==> src/rtl/energy_store.sv <==
// energy_store: saturating energy level with band classification and a
// tick-driven AWAKE/DROWSY/ASLEEP sleep FSM.
`default_nettype none

module energy_store #(
    parameter int WIDTH        = 8,
    parameter int PRESCALE     = 4,
    parameter int STEP         = 1,
    parameter int INIT         = 128,
    parameter int THR_TIRED    = 64,
    parameter int THR_RESTED   = 192,
    parameter int DROWSY_TICKS = 8
) (
    input  logic             clk,
    input  logic             rst,
    input  logic             energy_inc,
    input  logic             energy_dec,
    output logic [WIDTH-1:0] energy_level,
    output logic [1:0]       energy_class,
    output logic             drowsy,
    output logic             sleep_req,
    output logic             wake_pulse
);

    localparam int c_pw = (PRESCALE > 1) ? $clog2(PRESCALE) : 1;
    localparam int c_cw = $clog2(DROWSY_TICKS + 1);

    localparam logic [c_pw-1:0]  c_pre_last   = c_pw'(PRESCALE - 1);
    localparam logic [WIDTH:0]   c_step       = (WIDTH + 1)'(STEP);
    localparam logic [WIDTH-1:0] c_init       = WIDTH'(INIT);
    localparam logic [WIDTH-1:0] c_max        = {WIDTH{1'b1}};
    localparam logic [WIDTH-1:0] c_thr_tired  = WIDTH'(THR_TIRED);
    localparam logic [WIDTH-1:0] c_thr_rested = WIDTH'(THR_RESTED);
    localparam logic [c_cw-1:0]  c_drowsy_max = c_cw'(DROWSY_TICKS);

    localparam logic [1:0] c_st_awake  = 2'd0;
    localparam logic [1:0] c_st_drowsy = 2'd1;
    localparam logic [1:0] c_st_asleep = 2'd2;

    logic [c_pw-1:0]  r_pre;
    logic             w_tick;
    logic [WIDTH-1:0] r_level;
    logic [WIDTH-1:0] w_level_nxt;
    logic [WIDTH:0]   w_up;
    logic [WIDTH:0]   w_dn;
    logic [1:0]       r_state;
    logic [1:0]       w_state_nxt;
    logic [c_cw-1:0]  r_cnt;
    logic [c_cw-1:0]  w_cnt_nxt;
    logic             r_wake;
    logic             w_wake_nxt;
    logic             w_low;
    logic             w_rested;

    // Prescaler: tick marks the last cycle of each PRESCALE-cycle window.
    assign w_tick = (r_pre == c_pre_last);

    always_ff @(posedge clk) begin
        if (rst) begin
            r_pre <= '0;
        end else if (w_tick) begin
            r_pre <= '0;
        end else begin
            r_pre <= r_pre + 1'b1;
        end
    end

    // One extra bit exposes overflow (up) and borrow (down) for saturation.
    assign w_up = {1'b0, r_level} + c_step;
    assign w_dn = {1'b0, r_level} - c_step;

    always_comb begin
        w_level_nxt = r_level;
        if (w_tick && energy_inc && !energy_dec) begin
            w_level_nxt = w_up[WIDTH] ? c_max : w_up[WIDTH-1:0];
        end else if (w_tick && energy_dec && !energy_inc) begin
            w_level_nxt = w_dn[WIDTH] ? '0 : w_dn[WIDTH-1:0];
        end
    end

    always_ff @(posedge clk) begin
        if (rst) begin
            r_level <= c_init;
        end else begin
            r_level <= w_level_nxt;
        end
    end

    assign energy_level = r_level;

    always_comb begin
        if (r_level == c_max) begin
            energy_class = 2'b11;
        end else if (r_level >= c_thr_rested) begin
            energy_class = 2'b10;
        end else if (r_level >= c_thr_tired) begin
            energy_class = 2'b01;
        end else begin
            energy_class = 2'b00;
        end
    end

    // FSM decisions use the pre-update level so both actions share one tick.
    assign w_low    = (r_level < c_thr_tired);
    assign w_rested = (r_level >= c_thr_rested);

    always_ff @(posedge clk) begin
        if (rst) begin
            r_state <= c_st_awake;
            r_cnt   <= '0;
            r_wake  <= 1'b0;
        end else begin
            r_state <= w_state_nxt;
            r_cnt   <= w_cnt_nxt;
            r_wake  <= w_wake_nxt;
        end
    end

    always_comb begin
        w_state_nxt = r_state;
        w_cnt_nxt   = r_cnt;
        w_wake_nxt  = 1'b0;
        case (r_state)
            c_st_awake: begin
                if (w_tick && w_low) begin
                    w_state_nxt = c_st_drowsy;
                    w_cnt_nxt   = c_cw'(1);
                end
            end
            c_st_drowsy: begin
                if (w_tick) begin
                    if (!w_low) begin
                        w_state_nxt = c_st_awake;
                        w_cnt_nxt   = '0;
                    end else if (r_cnt == c_drowsy_max) begin
                        w_state_nxt = c_st_asleep;
                        w_cnt_nxt   = '0;
                    end else begin
                        w_cnt_nxt = r_cnt + 1'b1;
                    end
                end
            end
            c_st_asleep: begin
                if (w_tick && w_rested) begin
                    w_state_nxt = c_st_awake;
                    w_wake_nxt  = 1'b1;
                end
            end
            default: begin
                w_state_nxt = c_st_awake;
                w_cnt_nxt   = '0;
            end
        endcase
    end

    always_comb begin
        drowsy     = (r_state == c_st_drowsy);
        sleep_req  = (r_state == c_st_asleep);
        wake_pulse = r_wake;
    end

endmodule

`default_nettype wire

==> config.mk <==
export PLATFORM = sky130hd
export DESIGN_NAME = energy_store
export DESIGN_NICKNAME = d
export VERILOG_FILES = /design/src/rtl/energy_store.sv
export SDC_FILE = /design/constraint.sdc
export NUM_CORES = 1
export LEC_CHECK = 0
export CAP_MARGIN = 40
export CORE_ASPECT_RATIO = 1.5
export CORE_MARGIN = 2
export CORE_UTILIZATION = 56
export CTS_BUF_LIST = sky130_fd_sc_hd__clkbuf_8
export CTS_CLUSTER_SIZE = 20
export DETAILED_ROUTE_END_ITERATION = 16
export PLACE_DENSITY_LB_ADDON = 0.3
export SYNTH_ARGS = -nofsm -noshare
export SYNTH_HDL_FRONTEND = slang
export SYNTH_SLANG_ARGS = --single-unit
==> constraint.sdc <==
create_clock -name clk -period 2.19 [get_ports clk]
set_input_delay 0.438 -clock clk [delete_from_list [all_inputs] [get_ports clk]]
set_output_delay 0.438 -clock clk [all_outputs]
set_load 0.02 [all_outputs]
**Word level (Yosys, flattened, before mapping)**

Cells that the tools add are included.
Widths: inputs -> output; s select.

- Multiplexer cells: 19
- Bitwise logic cells: 1
- Equality and inequality tests: 9
- Reductions and logical operators: 14
- Order comparisons: 3
- Add/subtract/negate cells: 4

Operator list:

| kind | count |
|---|---|
| $mux 8 | 4 |
| $mux 4 | 4 |
| $mux 2 | 7 |
| $pmux 4 s3 | 1 |
| $add 8x1->9 const B | 1 |
| $sub 8x1->9 const B | 1 |
| $eq 8x8->1 const B | 1 |
| $ge 8x7->1 const B | 1 |
| $ge 8x8->1 const B | 1 |
| $lt 8x7->1 const B | 1 |
| $logic_and 1x1->1 | 6 |
| $pmux 2 s3 | 1 |
| $add 4x1->4 const B | 1 |
| $eq 2x2->1 const B | 2 |
| $eq 4x4->1 const B | 1 |
| $ne 2x1->1 const B | 2 |
| $reduce_and 4->1 | 1 |
| $reduce_or 2->1 | 2 |
| $ne 3x2->1 const B | 1 |
| $reduce_and 3->1 | 1 |
| $add 2x1->2 const B | 1 |
| $eq 2x1->1 const B | 1 |
| $logic_not 1->1 | 2 |
| $logic_not 2->1 | 1 |
| 4 further kinds | 5 |

- Output and inout bits: 13
- Register bits after elaboration: 17
- Logic and storage cells: 55

**Logic depth before layout (Yosys ltp)**

Gate-level depths: netlist of run 1.

- Word-level depth: 5
- Mapped depth: 7
- Depth with buffers taken out: 6

**Worst setup path after synthesis of run 1**

OpenSTA, ideal clock, no wires.

- Path type: reg2reg
- Start point: register r_level[6] (netlist: energy_level[6])
- End point: register r_level[7] (netlist: energy_level[7])
- Stages on the path, launching flop included: 7
- Slack: 0.439 ns
- Setup time: 0.069 ns
- Arrival time: 1.683 ns
- Data required time: 2.121 ns
- Buffers on the path: 0
- Clock period less this slack: 1.751 ns
- Cells stage by stage: dfxtp_1 -> inv_1 -> ha_1 -> nor4b_2 -> a211o_1 -> o221a_1 -> o21ai_1

- Longest elaborated chain between the ends: 4
- Elaborated cells between the ends (all ways): 6
- Classes of those cells: 2 x add/sub; 4 x mux

RTL lines:

| what | RTL line | source |
|---|---|---|
| start: declaration | 42 | `logic [WIDTH-1:0] r_level;` |
| start signal: assignment | 83 | `r_level <= c_init;` |
| start signal: assignment | 85 | `r_level <= w_level_nxt;` |
| $sub 8x1->9 | 70 | `assign w_dn = {1'b0, r_level} - c_step;` |
| $mux 8 | 77 | `w_level_nxt = w_dn[WIDTH] ? '0 : w_dn[WIDTH-1:0];` |
| $mux 8 | 76 | `end else if (w_tick && energy_dec && !energy_inc) begin` |
| $mux 8 (*) | 74 | `if (w_tick && energy_inc && !energy_dec) begin` |

Every way passes the cells marked *; elsewhere a longest branch is shown, timed or not. The select of a mux whose other input is x is not followed.
A chain may end at the register's enable or synchronous reset.

**Worst setup path in the final report of run 1**

- Start point: register r_level[7] (netlist: energy_level[7])
- End point: output port energy_class[0]

- Longest elaborated chain between the ends: 4
- Elaborated cells between the ends (all ways): 6
- Classes of those cells: 2 x order compare; 1 x eq/ne; 3 x mux

RTL lines:

| what | RTL line | source |
|---|---|---|
| $ge 8x7->1 | 96 | `end else if (r_level >= c_thr_tired) begin` |
| $mux 1 | 96 |  |
| $mux 2 | 94 | `end else if (r_level >= c_thr_rested) begin` |
| $mux 2 (*) | 92 | `if (r_level == c_max) begin` |
| end: declaration | 19 | `output logic [1:0] energy_class,` |

Every way passes the cells marked *; elsewhere a longest branch is shown, timed or not.

==> results of run 1 <==
area by class of cell:
class                      count  area (µm²)  area share [%]
clock inverter                 1       3.754          0.2515
clock buffer                   3       41.29           2.766
tap                           22       27.53           1.844
multi-input combinational    113       784.5           52.56
inverter                      10       37.54           2.515
sequential                    17       341.6           22.88
timing repair buffer          29       256.5           17.18
flip-flops by register name (all words and copies together), names as in the netlist:
signal and count:
energy_level 8, r_cnt 4, r_pre 2, r_state 2, wake_pulse 1
cell families (layout without fill, tap and decap cells):
| group | count (synthesis) | count (layout) | share of synthesized area, % |
|---|---|---|---|
| DFF | 17 | 17 | 27.78 |
| AOI/OAI and AO/OA | 47 | 47 | 26.56 |
| and+or+nand+nor | 55 | 55 | 27.17 |
| xor gates and xnor gates | 3 | 3 | 2.145 |
| adders and majority gates | 8 | 8 | 8.172 |
| buffers and inverters | 20 | 43 | 8.172 |
metal layers:
layer  track usage (%)  wire length [µm]
met4             14.73                92
met5                 0                 0
met1             29.14              1306
met3             2.933               163
met2             59.12              1902
path summary, 6_finish.rpt:
| check | to | slack, ns | depth (start not counted) |
|---|---|---|---|
| setup / recovery | energy_class[0] | 0.11 | 4 |
| hold / removal | r_pre[0] | 0.42 | 1 |
| setup reg to reg | energy_level[7] | 0.29 | 6 |
| hold reg to reg | r_pre[0] | 0.42 | 1 |
worst register-to-register path, delay by kind of cell, from the launching register on:
kind                     cells  cell delay [ns]
adder cells (fa/ha/maj)      1             0.27
buffers and inverters        1             0.13
flip-flops                   1             0.35
AO/OA/AOI/OAI                3             0.63
AND/OR/NAND/NOR              1             0.39
repair_timing:
item | CTS | global route
endpoints found under the setup margin | 1 | 0
hold buffers | 0 | 0
endpoints found under the hold margin | 0 | 0
gates resized for setup | 2 | 0
placed cells by master (no fill, tap or decap), drive strengths merged, types with 2 or more instances in the layout:
| master | instances |
|---|---|
| dfxtp | 17 |
| clkdlybuf4s50 | 15 |
| buf | 13 |
| o21ai | 12 |
| inv | 11 |
| a21oi | 11 |
| nor2 | 9 |
| nand2 | 8 |
| ha | 8 |
| nor3 | 7 |
| nand4 | 4 |
| nand3 | 4 |
| a31oi | 4 |
| nor2b | 4 |
| nand3b | 3 |
| xor2 | 3 |
| nor3b | 3 |
| clkbuf | 3 |
| and2b | 2 |
| and3 | 2 |
| and3b | 2 |
| a221oi | 2 |
| or4 | 2 |
| a311oi | 2 |
| o211ai | 2 |
| a211oi | 2 |
power breakdown:
part	total, W	internal [W]	switching, W
Clock	0.000236	0.000125	0.000111
Combinational	0.000133	0.0000587	0.0000747
Sequential	0.000328	0.000320	0.00000829
Total	0.000697	0.000503	0.000194
synth_stat cells (3+ instances only):
cell | n | area (µm²)
dfxtp_1 | 17 | 340.3
a21oi_1 | 11 | 55.05
inv_1 | 10 | 37.54
o21ai_0 | 10 | 50.05
ha_1 | 8 | 100.1
nand2_1 | 8 | 30.03
nor2_1 | 7 | 26.28
nor3_1 | 6 | 30.03
a31oi_1 | 4 | 25.02
buf_2 | 4 | 20.02
nand3_1 | 4 | 20.02
nand4_1 | 4 | 25.02
nand3b_1 | 3 | 22.52
nor3b_1 | 3 | 22.52
xor2_1 | 3 | 26.28
metrics by stage:
stage	cell area, µm²	hold slack [ns]	utilization, %
after floorplan	1225	0.3977	-
after global placement	1448	0.4063	70.55
after detailed placement	1448	0.4140	70.55
after CTS	1493	0.4252	72.74
after global routing	1493	0.4544	72.74
final	1493	0.4240	72.74
==> flow_summary.ini, run 1 <==
[outcome]
run_status = finished clean

[place]
port_buffers = 16
post-place-ws_ns = 0.09665
hpwlAfterDp_um = 2590
place.gp.congestion = 0.9802
dp_cells = 191

[worst_setup_path]
cpLargestDelayFamily = buffers and inverters
cp_max_fo = 4
critical_path_class = flop to primary output
crit_chain = inv_1 -> ha_1 -> or2_2 -> dlygate4sd2_1
cp-start-kind = flop
crit_path_max_incr_delay_ns = 0.40
endpoint_kind = primary output
arrival_ns = 1.64
worstSetupStartpoint = energy_level[7]
crit_path_top_delay_cell = dfxtp_1
worst-path-buf-inv = 2
critPathRequiredTime_ns = 1.75
rr_startpoint = energy_level[7]

[logic_synthesis]
ys_seq_area_share_pct = 27.78
synth_area_um2 = 1225
yosysWarnings = 0
ys_ff_latch = 17
synth_edf_count = 0
postSynthCellCount = 150
ys_async_sr_fraction_pct = 0
netlist-cell-type-count = 50
avgSynthCellArea_um2 = 8.166
synthFlopType = dfxtp_1
syn-num-nets = 162

[floorplanning]
row_count = 20
die_area_um2 = 2585
core-area_um2 = 2052
die_h_um = 61.28
start_util_pct = 59.70
ios = 17
die_x_um = 42.19

[final_layout]
instances_no_fill = 195
drive_gt1_share_pct = 15.61
synthToLayoutAreaGrowth_pct = 21.86
n_antenna_cell = 0
n_fill_cell = 170
final_net_count = 186

[hold_path]
min_from = r_pre[0]
hold_class = flop to flop

[clock_tree]
post_cts_buffers = 0
h-tree-depth = 1
cts-root-buf = clkbuf_8
clk_latency_ns = 0.25
cts.path.max_buffers = 2
cts_buffers = 3
clk_pin_slew_ns = 0.07
clock_sinks = 17
cts_tree = done

[timing]
worstMarginPinSlew_ns = 0.4862
rsz0062_at_grt = false
max_slew_margin_pct = 67.49
finalCriticalPeriod_ns = 2.079
fmax_ghz = 0.4811
setup_ws_ns = 0.1113
finalSetupViolCount = 0
tns_ns = 0
fin_crit_sh_pct = 94.92
finalClockSkew_ns = 0.001910
finalMaxSlewViolations = 0
hold_viol_final = 0

[drt]
route.detailed.drc = 0
viasPerCell = 6.651
drtIter0Drc = 63
routedWlPerCell_um = 17.77
first_pass_iters = 4
vias = 1297
routed_wl_um = 3465
ant_nets = 0

[global_route]
antenna_found_initial = 0
grt_pass1_wl_um = 5699
grt_max_degree = 12
grt_remaining_overflow = 0
grt_pass1_vias = 1281
track_usage_pct = 29.15

[power]
pwr_density_cell_nw_per_um2 = 467.0
peakVddDrop_mv = 0.2731
power_w = 0.0006971
leakagePower_nw = 0.5604

[job]
maxCapViolCount = 0
Note: power is estimated with default switching activity, not from simulation.
==> inputs of run 2 (changes only) <==
--- a/config.mk
+++ b/config.mk
@@ -13,6 +13,7 @@
 export CTS_CLUSTER_SIZE = 20
 export DETAILED_ROUTE_END_ITERATION = 16
 export PLACE_DENSITY_LB_ADDON = 0.3
+export SKIP_CTS_REPAIR_TIMING = 1
 export SYNTH_ARGS = -nofsm -noshare
 export SYNTH_HDL_FRONTEND = slang
 export SYNTH_SLANG_ARGS = --single-unit
==> flow_summary.ini, run 2 (synthesis gave the netlist of run 1 again) <==
[place]
hpwlAfterDp_um = 2590
port_buffers = 16
place_area_um2 = 1448
place.gp.congestion = 0.9802

[drt]
first_pass_iters = 4
routed_wl_um = 3457
ant_nets = 0
viasPerCell = 6.692
route.detailed.drc = 0
routedWlPerCell_um = 17.73
vias = 1305
drtIter0Drc = 63

[worst_setup_path]
worstSetupStartpoint = energy_level[7]
cpLargestDelayFamily = buffers and inverters
critical_path_class = flop to primary output
cp_max_fo = 4
endpoint_kind = primary output
r2r_slack_ns = 0.30
rr_startpoint = energy_level[7]
worst-path-buf-inv = 2
crit_chain = ha_1 -> buf_4 -> clkdlybuf4s50_1
crit_path_max_incr_delay_ns = 0.60
crit_path_top_delay_cell = clkdlybuf4s50_1
reg2regPathDepth = 6
reg2reg_to = energy_level[7]
cp-endpoint = energy_class[1]
cp.depth = 3
arrival_ns = 1.63
cp-start-kind = flop
critPathRequiredTime_ns = 1.75

[timing]
finalMaxSlewViolations = 0
fmax_ghz = 0.4845
worstMarginPinSlew_ns = 0.4701
rsz0062_at_grt = false
finalCriticalPeriod_ns = 2.064
finalSetupViolCount = 0
max_slew_margin_pct = 68.56
finalClockSkew_ns = 0.001905
fin_crit_sh_pct = 94.25
hold_viol_final = 0
tns_ns = 0

[clock_tree]
cts-root-buf = clkbuf_8
clk_pin_slew_ns = 0.07
cts_buffers = 3
clk_latency_ns = 0.25
clock_sinks = 17
cts_tree = done
h-tree-depth = 1
cts.path.max_buffers = 2

[final_layout]
drive_gt1_share_pct = 15.61
final_cell_mix = dfxtp_1 (16), clkdlybuf4s50_1 (15), buf_4 (13), inv_1 (11), a21oi_1 (11)
final_net_count = 186
postLayoutCoreUtil_pct = 72.93
stdcell_area_um2 = 1496
layout_commonest_cell = dfxtp_1
n_antenna_cell = 0
largest_reg_flops = 8
synthToLayoutAreaGrowth_pct = 22.17

[floorplanning]
row_count = 20
core-area_um2 = 2052
ios = 17
die_x_um = 42.19
start_util_pct = 59.70
die_area_um2 = 2585
die_h_um = 61.28

[hold_path]
hold_class = flop to flop

[power]
p_sw_w = 0.0001938
pwr-share-seq_pct = 47.0
leakagePower_nw = 0.5627
power_w = 0.0006976
pwr_density_cell_nw_per_um2 = 466.1
cellInternalPower_w = 0.0005037
p_comb_share_pct = 19.2
peakVddDrop_mv = 0.2727
power_frac_clock_pct = 33.8
switching_share_pct = 27.79

[job]
maxCapViolCount = 0

[global_route]
grt_max_degree = 12
track_usage_pct = 29.15
grt_pass1_wl_um = 5699
grt_pass1_vias = 1281
antenna_found_initial = 0
grt_remaining_overflow = 0

[outcome]
run_status = finished clean
run 2: cell type report:
class | instances | area [µm²]
fill | 168 | 555.5
tap | 22 | 27.53
sequential | 17 | 341.6
timing repair buffer | 29 | 260.3
clock inverter | 1 | 3.754
multi-input combinational | 113 | 784.5
clock buffer | 3 | 41.29
inverter | 10 | 37.54
run 2: worst min-delay path by stage:
stage	startpoint	endpoint	slack, ns	cells after the start
global route	r_pre[0]	r_pre[0]	0.45	1
CTS	r_pre[0]	r_pre[0]	0.43	1
detailed placement	r_pre[0]	r_pre[0]	0.41	1
finish	r_pre[0]	r_pre[0]	0.42	1
global placement	r_pre[0]	r_pre[0]	0.41	1
floorplan	r_pre[0]	r_pre[0]	0.40	1
run 2: power groups by stage:
stage / sequential [W] / combinational (W) / clock (W)
floorplan: 0.000341 / 0.0000777 / 0
global placement: 0.000334 / 0.000128 / 0
detailed placement: 0.000334 / 0.000132 / 0
CTS: 0.000327 / 0.000133 / 0.000236
global route: 0.000329 / 0.000146 / 0.000256
finish: 0.000328 / 0.000134 / 0.000236
run 2: worst reg2reg max path, cell delays in order, from the launching register on:
cell and delay, ns:
dfxtp_1 0.35, inv_1 0.13, ha_1 0.27, nor4b_2 0.39, a211oi_2 0.21, a221oi_1 0.31
o21ai_1 0.11
run 2: stage by stage:
step / setup WS (ns) / hold slack (ns) / std cells
after floorplan: 0.4386 / 0.3977 / 150
after global placement: 0.1419 / 0.4063 / 191
after detailed placement: 0.09665 / 0.4140 / 191
after CTS: -0.1900 / 0.4252 / 195
after global routing: 0.03174 / 0.4544 / 195
final: 0.1259 / 0.4240 / 195
run 2: metal layers:
| metal | part of all wire, % | global-route usage (%) |
|---|---|---|
| met3 | 5.6 | 2.933 |
| met4 | 3.0 | 14.73 |
| met5 | 0 | 0 |
| met1 | 37 | 29.14 |
| met2 | 55 | 59.12 |
